**src/rtl/inst_buffer_pkg.sv**
```systemverilog
// inst_buffer_pkg: shared INST_PC packet type, RV32 NOOP encoding and default buffer depth
package inst_buffer_pkg;
  localparam int INST_BUF_DEPTH = 8;
  localparam logic [31:0] RV32_NOOP = 32'h0000_0013;
  typedef struct packed {
    logic [31:0] inst;
    logic [31:0] PC;
    logic [31:0] NPC;
  } INST_PC;
  localparam INST_PC NOOP_PACKET = '{inst: RV32_NOOP, PC: 32'h0, NPC: 32'h0};
endpackage

```
**src/rtl/inst_buffer.sv**
```systemverilog
// inst_buffer: fetch->decode circular FIFO; ports clock/reset/squash_i, fetch_valid_i/fetch_inst_PC_i/fetch_ready_o push side, decode_ready_i/inst_valid_o/inst_PC_o pop side, count_o occupancy
module inst_buffer
  import inst_buffer_pkg::*;
#(
  parameter int DEPTH = INST_BUF_DEPTH,
  localparam int PTR_W = $clog2(DEPTH),
  localparam int CNT_W = $clog2(DEPTH) + 1
) (
  input  logic             clock,
  input  logic             reset,
  input  logic             squash_i,
  input  logic             fetch_valid_i,
  input  INST_PC           fetch_inst_PC_i,
  output logic             fetch_ready_o,
  input  logic             decode_ready_i,
  output logic             inst_valid_o,
  output INST_PC           inst_PC_o,
  output logic [CNT_W-1:0] count_o
);
  INST_PC entry [DEPTH];
  logic [PTR_W-1:0] head_ptr, tail_ptr;
  logic [CNT_W-1:0] count;
  logic push, pop;
  assign fetch_ready_o = count != CNT_W'(DEPTH);
  assign inst_valid_o  = count != '0;
  assign count_o       = count;
  assign push = fetch_valid_i & fetch_ready_o & ~squash_i;
  assign pop  = decode_ready_i & inst_valid_o & ~squash_i;
  always_ff @(posedge clock) begin
    if (reset || squash_i) begin
      head_ptr <= '0;
      tail_ptr <= '0;
      count    <= '0;
    end else begin
      if (push) tail_ptr <= tail_ptr + PTR_W'(1);
      if (pop) head_ptr <= head_ptr + PTR_W'(1);
      count <= count + CNT_W'(push) - CNT_W'(pop);
    end
  end
  always_ff @(posedge clock) begin
    if (push) entry[tail_ptr] <= fetch_inst_PC_i;
  end
  always_comb begin
    inst_PC_o = inst_valid_o ? entry[head_ptr] : NOOP_PACKET;
  end
endmodule

```
**config.mk**
```make
export PLATFORM = sky130hd
export DESIGN_NAME = inst_buffer
export DESIGN_NICKNAME = d
export VERILOG_FILES = /design/src/rtl/inst_buffer_pkg.sv /design/src/rtl/inst_buffer.sv
export SDC_FILE = /design/constraint.sdc
export NUM_CORES = 1
export LEC_CHECK = 0
export ABC_AREA = 1
export CAP_MARGIN = 20
export CORE_MARGIN = 5
export CORE_UTILIZATION = 50
export CTS_CLUSTER_SIZE = 28
export DETAILED_ROUTE_END_ITERATION = 7
export HOLD_SLACK_MARGIN = 0.12
export PLACE_DENSITY = 0.69
export SKIP_LAST_GASP = 1
export SYNTH_ARGS = -nofsm -noshare
export SYNTH_HDL_FRONTEND = slang
export SYNTH_SLANG_ARGS = --single-unit
```
**constraint.sdc**
```tcl
create_clock -name clock -period 6.4 [get_ports clock]
set_input_delay 0.96 -clock clock [delete_from_list [all_inputs] [get_ports clock]]
set_output_delay 0.96 -clock clock [all_outputs]
set_load 0.005 [all_outputs]
```
# Yosys cells after proc, flatten, opt, wreduce, memory -nomap -nowiden
# Memory sizes are Yosys's and may differ from the RTL's. A register that Yosys moved wholly into a read port is not among the register bits.
# Index checks and enable logic that the tools add are counted.
[totals] reg_bits=10 ram_bits=768 out_inout_bits=102 elab_cells=21 mem_count=1
[mem_list] memory="entry" words=8 width=96 read_ports=1 rd_ports_with_merged_regs=1 write_ports=1 line_no="inst_buffer.sv:20" rtl="INST_PC entry [DEPTH];"
[op_classes] n_addsub=4 eq_ne=1 muxes=5 n_bitwise=5 reduce_logical=2
[op_table] op="two-way mux 96 bit" n=1
[op_table] op="adder 3 x 1 -> 3 bit, second input constant" n=2
[op_table] op="two-way mux 3 bit" n=2
[op_table] op="adder 4 x 1 -> 4 bit" n=1
[op_table] op="AND 1 bit" n=4
[op_table] op="!= test 4 bit, second input constant" n=1
[op_table] op="nonzero test 4 bit" n=1
[op_table] op="subtractor 4 x 1 -> 4 bit" n=1
[op_table] op="two-way mux 1 bit" n=2
[op_table] op="logical OR 1 bit" n=1
[op_table] op="NOT 1 bit" n=1

# Logic depth before layout (Yosys ltp)
# Gate-level depths: netlist (run 1).
[logic_depth] word_depth=5 mapped_depth=12 ltp_nobuf=12

# Least setup slack after synthesis (run 1)
# OpenSTA, ideal clock, no wires.
[synth_timing] kind="input to register" from="input port squash_i" to="memory entry[1][0] (netlist bit) (enable)" arrival_ns=5.321 path_slack_ns=0.527 cell_stages=5 n_path_buf=0 cell_sequence="inv_1 nand3_1 inv_1 nand2_1 nor2_1"
[synth_between] elab_chain_cells=4
[synth_rtl] element="start, declared" line_no="inst_buffer.sv:11" rtl="input logic squash_i,"
[synth_rtl] element="NOT 1 bit" line_no="inst_buffer.sv:27" rtl="assign push = fetch_valid_i & fetch_ready_o & ~squash_i;"
[synth_rtl] element="AND 1 bit" line_no="inst_buffer.sv:27"
[synth_rtl] element="two-way mux 1 bit" line_no="inst_buffer.sv:41" rtl="if (push) entry[tail_ptr] <= fetch_inst_PC_i;"
[synth_rtl] element="two-way mux 1 bit (implied by the code)" line_no="inst_buffer.sv:41"
[synth_rtl] element="end, declared" line_no="inst_buffer.sv:20"
# Every way passes these cells.

==> results of run 1 <==
## flip-flops by register name, indices dropped and copies added, names as in the netlist, named ones only
register / flops
head_ptr: 3
tail_ptr: 3
count_o: 4
entry: 768
## kinds of logic after synthesis
kind of cell,after synthesis,share of synthesized area [%]
AOI/OAI and AO/OA,6,0.0881
xor gates and xnor gates,1,0.0257
adders and majority gates,8,0.316
DFF,781,68.5
and+or+nand+nor,1680,20.4
buffers and inverters,921,10.7
## critical path, cell delays in order, from the launching register on
cell             delay, ns
dfxtp_4               0.78
buf_4                 0.71
buf_4                 0.84
nand2_1               0.12
nand3_1               0.12
nand3_1               0.09
nand2_1               0.07
nor2_1                0.06
clkdlybuf4s50_1       0.52
## metal layers
metal | part of all wire, % | vias up | track usage, %
li1 | - | 11000 | -
met1 | 43 | 10500 | 26.6
met2 | 49 | 571 | 34.6
met3 | 5.8 | 131 | 3.72
met4 | 2.8 | 8 | 7.12
met5 | 0.075 | - | 0
## stage by stage
step	util [%]	setup slack [ns]	cells	instance area, sq um	hold slack (ns)
finish	58.3	1.42	4490	39300	0.470
global route	58.3	1.08	4488	39300	0.504
CTS	58.3	1.35	4486	39300	0.471
detailed placement	54.6	2.03	4344	36800	0.462
global placement	54.6	2.07	4344	36800	0.461
floorplan	-	0.527	3397	34100	0.447
## cell usage in the layout, fill, tap and decap left out
| cell | n |
|---|---|
| dfxtp_4 | 3 |
| buf_4 | 21 |
| fa_1 | 1 |
| nor2_4 | 8 |
| clkbuf_16 | 83 |
| diode_2 | 4 |
| edfxtp_1 | 768 |
| clkinv_8 | 1 |
| bufinv_16 | 6 |
| dfxtp_1 | 10 |
| ha_1 | 7 |
| clkdlybuf4s50_1 | 202 |
| inv_6 | 4 |
| clkinv_2 | 12 |
| inv_1 | 761 |
| o21ai_0 | 1 |
| clkbuf_1 | 16 |
| nand2_1 | 975 |
| nor2_1 | 200 |
| xnor2_1 | 1 |
| nor3_1 | 1 |
| clkinv_4 | 1 |
| nand3_1 | 492 |
| nand3b_1 | 1 |
| nand4_1 | 2 |
| buf_12 | 9 |
| a21oi_1 | 5 |
| clkinv_1 | 21 |
| nand3_4 | 1 |
## power by group through the flow
stage | Sequential [mW] | Clock [mW] | Combinational, mW
4_1_cts | 5.69 | 4.55 | 0.552
3_5_place_dp | 5.80 | 0 | 0.548
3_3_place_gp | 5.80 | 0 | 0.542
6_report | 5.69 | 4.46 | 0.545
2_1_floorplan | 5.80 | 0 | 0.259
5_1_grt | 5.69 | 4.77 | 0.606
## worst paths after layout
check             slack, ns      endpoint  cells past startpoint         from
setup / recovery       1.42  inst_PC_o[7]                      8     register
hold / removal         0.47   head_ptr[2]                      2  head_ptr[2]
setup reg to reg       3.10    count_o[2]                     12   count_o[2]
hold reg to reg        0.47   head_ptr[2]                      2  head_ptr[2]
## cell type report
class | instances | area share [%]
multi-input combinational | 1695 | 18.2
antenna | 4 | 0.0255
clock buffer | 99 | 5.43
clock inverter | 43 | 0.901
sequential | 781 | 59.3
timing repair buffer | 232 | 6.00
inverter | 763 | 7.33
tap | 873 | 2.78
==> flow_summary.toml, run 1 <==
[worst_setup_path]
start_kind = "register"
cp_max_fo = 86
end_kind = "primary output"
required_ns = 5.44
arrival_ns = 4.02
path_class = "reg -> out"

[logic_synthesis]
ys_types = 21
ys_warn_count = 0
async_flop_share_pct = 0
synth_area_leader_cell = "edfxtp_1"
synth-seq-area-share_pct = 68.5
syn_area_sq_mm = 0.0341
ys_ff_latch = 781
synth.area.top_cells = "edfxtp_1, nand2_1, inv_1, nand3_1, nor2_1"
synthFlopType = "edfxtp_1"
synth.avg_cell_area_sq_um = 10.0
syn_nets = 3506
netlist_instances = 3397
synth.most_common_cell = "nand2_1"
synth_commonest_cells = "nand2_1, edfxtp_1, inv_1"
synth_edf_count = 768
synth_top_area_share_pct = 67.7

[cts]
cts_hold_buf = 0
worstSkewPairLatency_ns = 0.61
postCtsSetupBuffers = 0
cts-root-buf = "clkbuf_16"
cts_max_level = 3
cts_inserted_buffers = 80
cts_resized = 0
clk_pin_slew_ns = 0.06
numClockSinks = 781
cts_tree = "yes"
cts_buffer_depth = 3

[power]
p_leak_nw = 16.7
peakVddDrop_uv = 170
switching_share_pct = 20.7
p_clk_share_pct = 41.7
power_density_mw_per_mm2 = 272
total_power_mw = 10.7
p_int_mw = 8.49
combPwrFrac_pct = 5.1
switchingPower_mw = 2.21
seq_power_share_pct = 53.2

[placed_design]
place.gp.congestion = 0.748
dpl.hpwl_um = 38400
portBuffers = 202

[job]
max-cap-violations = 0

[detailed_routing]
ant_nets = 0
drt_iter0_drc = 1718
firstDrtPassIters = 5
wire_per_inst_um = 16.9
via_per_inst = 4.95
via_count = 22200
route.detailed.drc = 0
wirelength_um = 75800

[sta]
rsz0062_at_grt = "false"
clock.fmax_mhz = 201
drv_slew = 0
worstMarginPinSlew_ns = 1.10
finalClockSkew_ns = 0.0254
final-hold-violation-count = 0
post-route-min-period_ns = 4.98
fin_tns_setup_ns = 0
relSlewSlack_pct = 26.3
fin_crit_sh_pct = 77.8
setup_viol = 0

[global_route]
overflow = 0
grt_first_pass_wirelength_um = 119000
grt_max_degree = 196
grt_pass1_vias = 21400
antenna_found_initial = 8
grt_use_total_pct = 20.4

[floorplanning]
die-area_sq_mm = 0.0734
core_region_area_sq_mm = 0.0674
io_pins = 203
die_x_um = 271
rows = 95
start_util_pct = 50.5
die_h_um = 271

[final_layout]
synthToLayoutAreaGrowth_pct = 15.4
fillers = 5465
nets = 3662
seqCellArea_sq_mm = 0.0233
drive_above_1_share_pct = 4.12
multi_input_area_sq_mm = 0.00715

[hold_path]
hold_class = "reg -> reg"

[status]
status = "finished clean"
(Power assumes the default switching activity.)
==> run 2: changes to the inputs <==
Clock period 6.4 ns to 4.9 ns, I/O delays scaled along.
==> run 2 against run 1 <==
Compared with the run above: via count is 0.32% lower; routed wire length is 0.45% lower; sequential power is 31% higher; core utilization is 0.17 points higher; die area stayed put; critical path depth stayed put; count of clock-buffer cells in the layout is 5 higher; combinational power is 31% higher; cell count is 0.24% higher; clock power is 31% higher; non-clock buffer count is 5 higher; clock skew is 0.0078 ns lower; critical endpoint is now inst_PC_o[47]; highest routed layer unchanged.
==> flow_summary.toml, run 2 (synthesis gave the netlist of run 1 again) <==
[worst_setup_path]
cp_max_fo = 125
path_class = "reg -> out"
required_ns = 4.16
arrival_ns = 3.70
start_kind = "register"
end_kind = "primary output"

[floorplanning]
die_x_um = 271
die_h_um = 271
rows = 95
die-area_sq_mm = 0.0734
io_pins = 203
core_region_area_sq_mm = 0.0674
start_util_pct = 50.5

[final_layout]
layout.cells.non_filler = 4501
layout_common_cells = "nand2_1, edfxtp_1, inv_1"
top_register = "entry"
drive_above_1_share_pct = 4.47
largest_register_ffs = 768
post-route-util_pct = 58.5
synthToLayoutAreaGrowth_pct = 15.8
nets = 3668
final_common_cell = "nand2_1"
final_area_sq_mm = 0.0394

[job]
max-cap-violations = 0

[placed_design]
portBuffers = 202
dp.cells = 4349
place.gp.congestion = 0.747
pre_cts_ws_ns = 1.10
placed_cell_area_sq_mm = 0.0369
dpl.hpwl_um = 38500

[sta]
finalClockSkew_ns = 0.0176
worst_slack_ns = 0.465
clock.fmax_mhz = 225
drv_slew = 0
final-hold-violation-count = 0
relSlewSlack_pct = 25.9
post-route-min-period_ns = 4.43
rsz0062_at_grt = "false"
fin_tns_setup_ns = 0
fin_crit_sh_pct = 90.5
worstMarginPinSlew_ns = 1.11
setup_viol = 0

[global_route]
grt_first_pass_wirelength_um = 119000
grt_max_degree = 193
overflow = 0
grt_pass1_vias = 21500
antenna_found_initial = 7
grt_use_total_pct = 20.4

[cts]
cts_buffer_depth = 3
cts_resized = 0
numClockSinks = 781
cts_hold_buf = 0
cts-root-buf = "clkbuf_16"
postCtsSetupBuffers = 0
clk_pin_slew_ns = 0.06
cts_max_level = 3
cts_inserted_buffers = 81
worstSkewPairLatency_ns = 0.62
cts_tree = "yes"

[detailed_routing]
drt_iter0_drc = 1539
route.detailed.drc = 0
ant_nets = 0
wire_per_inst_um = 16.8
firstDrtPassIters = 7
via_per_inst = 4.92
wirelength_um = 75500
via_count = 22100

[power]
power_density_mw_per_mm2 = 355
p_leak_nw = 16.7
peakVddDrop_uv = 233

[hold_path]
hold_class = "reg -> reg"

[status]
status = "finished clean"
==> run 2: cell count changes in the layout (fill, tap and decap cells not counted), moves of 2 or more <==
cell	previous run	this run
buf_4	21	23
clkinvlp_4	0	3
clkinv_8	1	3
buf_12	9	12
clkinv_1	21	16
clkbuf_16	83	81
clkbuf_1	16	19
clkbuf_8	0	4
inv_6	4	6
==> run 2: layout make-up <==
type | count | area, sq um
fill | 5394 | 28000
tap | 873 | 1090
clock buffer | 104 | 2150
multi-input combinational | 1695 | 7150
inverter | 763 | 2880
timing repair buffer | 237 | 2430
clock inverter | 44 | 378
antenna | 4 | 10.0
sequential | 781 | 23300
==> run 2: final timing paths <==
| check | start | end | slack, ns | cells past startpoint |
|---|---|---|---|---|
| worst max register to register | count_o[2] | count_o[2] | 1.98 | 12 |
| worst min-delay path | head_ptr[2] | register | 0.47 | 2 |
| worst min register to register | head_ptr[2] | register | 0.47 | 2 |
| worst max-delay path | register | inst_PC_o[47] | 0.47 | 8 |
==> run 2: worst max-delay path: stages (launching register included) <==
cell and delay, ns:
dfxtp_4 0.73, clkinv_8 0.60, buf_4 0.53, nand2_1 0.13, nand3_1 0.07, nand3_1 0.12
nand2_1 0.06, nor2_1 0.19, clkdlybuf4s50_1 0.54
==> run 2: routing by layer <==
layer | GRT usage, % | wire length (um) | share of wire, %
met1 | 26.7 | 32200 | 43
met2 | 35.3 | 37400 | 49
met3 | 3.56 | 4180 | 5.5
met4 | 5.82 | 1660 | 2.2
met5 | 0 | 47 | 0.062
==> run 2: report_power, final <==
part	switching, mW	internal [mW]	leakage [nW]
Sequential	0.0184	7.41	7.04
Combinational	0.438	0.278	8.45
Clock	2.46	3.38	1.23
Total	2.91	11.1	16.7
==> run 2: stage by stage <==
step	total power [mW]	hold WS (ns)
after floorplan	7.92	0.447
after global placement	8.28	0.448
after detailed placement	8.29	0.457
after CTS	14.1	0.466
after global routing	14.5	0.503
final	14.0	0.465
==> run 3: changes to the inputs <==
Settings changed: GPL_TIMING_DRIVEN set to 0.
==> run 3 against run 2 <==
Compared with the run above: worst hold slack better by 0.018 ns; clock skew grew 0.0045 ns; sequential power about the same; setup slack improved by 0.031 ns; die area is the same; cell count rose by 3.1%; register-to-register slack got worse by 0.13 ns; via count increased by 6.0%; critical path type unchanged; largest cell class unchanged; largest power group unchanged.
==> flow_summary.toml, run 3 (synthesis gave the netlist of run 1 again) <==
[status]
status = "finished clean"

[sta]
worst_hold_slack_ns = 0.483
drv_slew = 0
clock.fmax_mhz = 227
post-route-min-period_ns = 4.40
rsz0062_at_grt = "false"
relSlewSlack_pct = 23.4
final-hold-violation-count = 0
fin_crit_sh_pct = 89.9
setup_viol = 0
fin_tns_setup_ns = 0
worstMarginPinSlew_ns = 1.15
finalClockSkew_ns = 0.0221

[power]
peakVddDrop_uv = 228
p_leak_nw = 17.3
power_density_mw_per_mm2 = 342

[detailed_routing]
route.detailed.drc = 0
via_count = 23500
wire_per_inst_um = 18.6
drt_iter0_drc = 2263
wirelength_um = 86200
via_per_inst = 5.05
ant_nets = 0
firstDrtPassIters = 6

[floorplanning]
die_h_um = 271
io_pins = 203
core_region_area_sq_mm = 0.0674
start_util_pct = 50.5
rows = 95
die_x_um = 271
die-area_sq_mm = 0.0734

[placed_design]
dpl.hpwl_um = 55300
portBuffers = 202
place.gp.congestion = 0.789
placed_cell_area_sq_mm = 0.0379
dp.cells = 4501

[hold_path]
whs_path_depth = 1
holdPathEnd = "tail_ptr[0]"
hold_class = "reg -> reg"
hold_start = "tail_ptr[0]"

[worst_setup_path]
end_kind = "primary output"
cpMaxStageDelayCell = "clkbuf_1"
crit_path_max_incr_delay_ns = 0.90
r2r_slack_ns = 1.85
crit_chain = "buf_2 -> clkbuf_1 -> buf_2 -> nor2_1 -> nor2_1 -> clkdlybuf4s50_1"
cp_max_fo = 11
worstRegToRegCells = 10
reg2reg_from = "count_o[2]"
required_ns = 4.16
worst_r2r_endpoint = "entry[6][41]"
arrival_ns = 3.67
path_class = "reg -> out"
start_kind = "register"
critPathTopFamily = "buffers and inverters"
critPathBufInv = 4

[cts]
cts_max_level = 3
numClockSinks = 781
cts_inserted_buffers = 79
cts-root-buf = "clkbuf_16"
cts_tree = "yes"
cts_resized = 0
worstSkewPairLatency_ns = 0.63
cts_buffer_depth = 3
clk_pin_slew_ns = 0.06
postCtsSetupBuffers = 0
cts_hold_buf = 0

[job]
max-cap-violations = 0

[final_layout]
largest_register_ffs = 768
synthToLayoutAreaGrowth_pct = 18.0
layout_common_cells = "nand2_1, edfxtp_1, inv_1"
fillers = 5337
final_common_cell = "nand2_1"
nets = 3818
final_area_sq_mm = 0.0402
drive_above_1_share_pct = 7.10
top_register = "entry"
layout.cells.non_filler = 4642

[global_route]
antenna_found_initial = 11
grt_max_degree = 29
grt_use_total_pct = 23.0
overflow = 0
grt_first_pass_wirelength_um = 130000
grt_pass1_vias = 22700
## run 3: changes by cell type in the layout (fill, tap and decap cells not counted), sizes merged, moves of 2 or more
cell	change
buf	+138
bufinv	-5
clkbuf	+24
clkinvlp	-3
diode	+2
clkinv	-14
## run 3: routing by layer
layer / share of wire (%) / vias up / global-route usage (%) / wire length, um
met5: 0.080 / - / 0 / 69
met4: 3.0 / 10 / 8.46 / 2600
met3: 8.2 / 152 / 4.37 / 7110
met2: 48 / 941 / 38.4 / 41600
met1: 40 / 11100 / 30.1 / 34900
li1: - / 11300 / - / -
## run 3: worst max-delay path by stage
stage | startpoint | end | slack [ns] | cells past startpoint
6_report | register | inst_PC_o[2] | 0.50 | 6
5_1_grt | register | inst_PC_o[2] | 0.43 | 6
4_1_cts | register | inst_PC_o[6] | 0.48 | 6
3_5_place_dp | register | inst_PC_o[6] | 1.21 | 6
3_3_place_gp | squash_i | entry[1][45] | -5.15 | 6
2_1_floorplan | squash_i | entry[1][0] | -0.75 | 5
## run 3: per-stage QoR
stage | setup slack [ns] | total power, mW | utilization [%]
floorplan | -0.748 | 7.92 | -
global placement | -5.15 | 8.35 | 55.2
detailed placement | 1.21 | 8.36 | 56.2
CTS | 0.481 | 13.8 | 59.6
global route | 0.427 | 14.2 | 59.6
finish | 0.496 | 13.8 | 59.6
## run 3: area by class of cell
cell class,instances,area (sq um),area share [%]
inverters,763,2870,7.13
repair buffers,231,2650,6.59
clock inverters,21,104,0.258
clock buffers,114,2210,5.51
well taps,873,1090,2.72
flip-flops and latches,781,23300,58.0
diodes,6,15.0,0.0374
plain buffers,158,792,1.97
multi-input cells,1695,7140,17.8
## run 3: where the power goes
part	switching, mW	internal [mW]	total, mW	leakage (nW)
registers	0.0157	7.41	7.43	7.04
logic	0.496	0.299	0.795	9.08
clock network	2.42	3.12	5.54	1.13
total	2.93	10.8	13.8	17.3
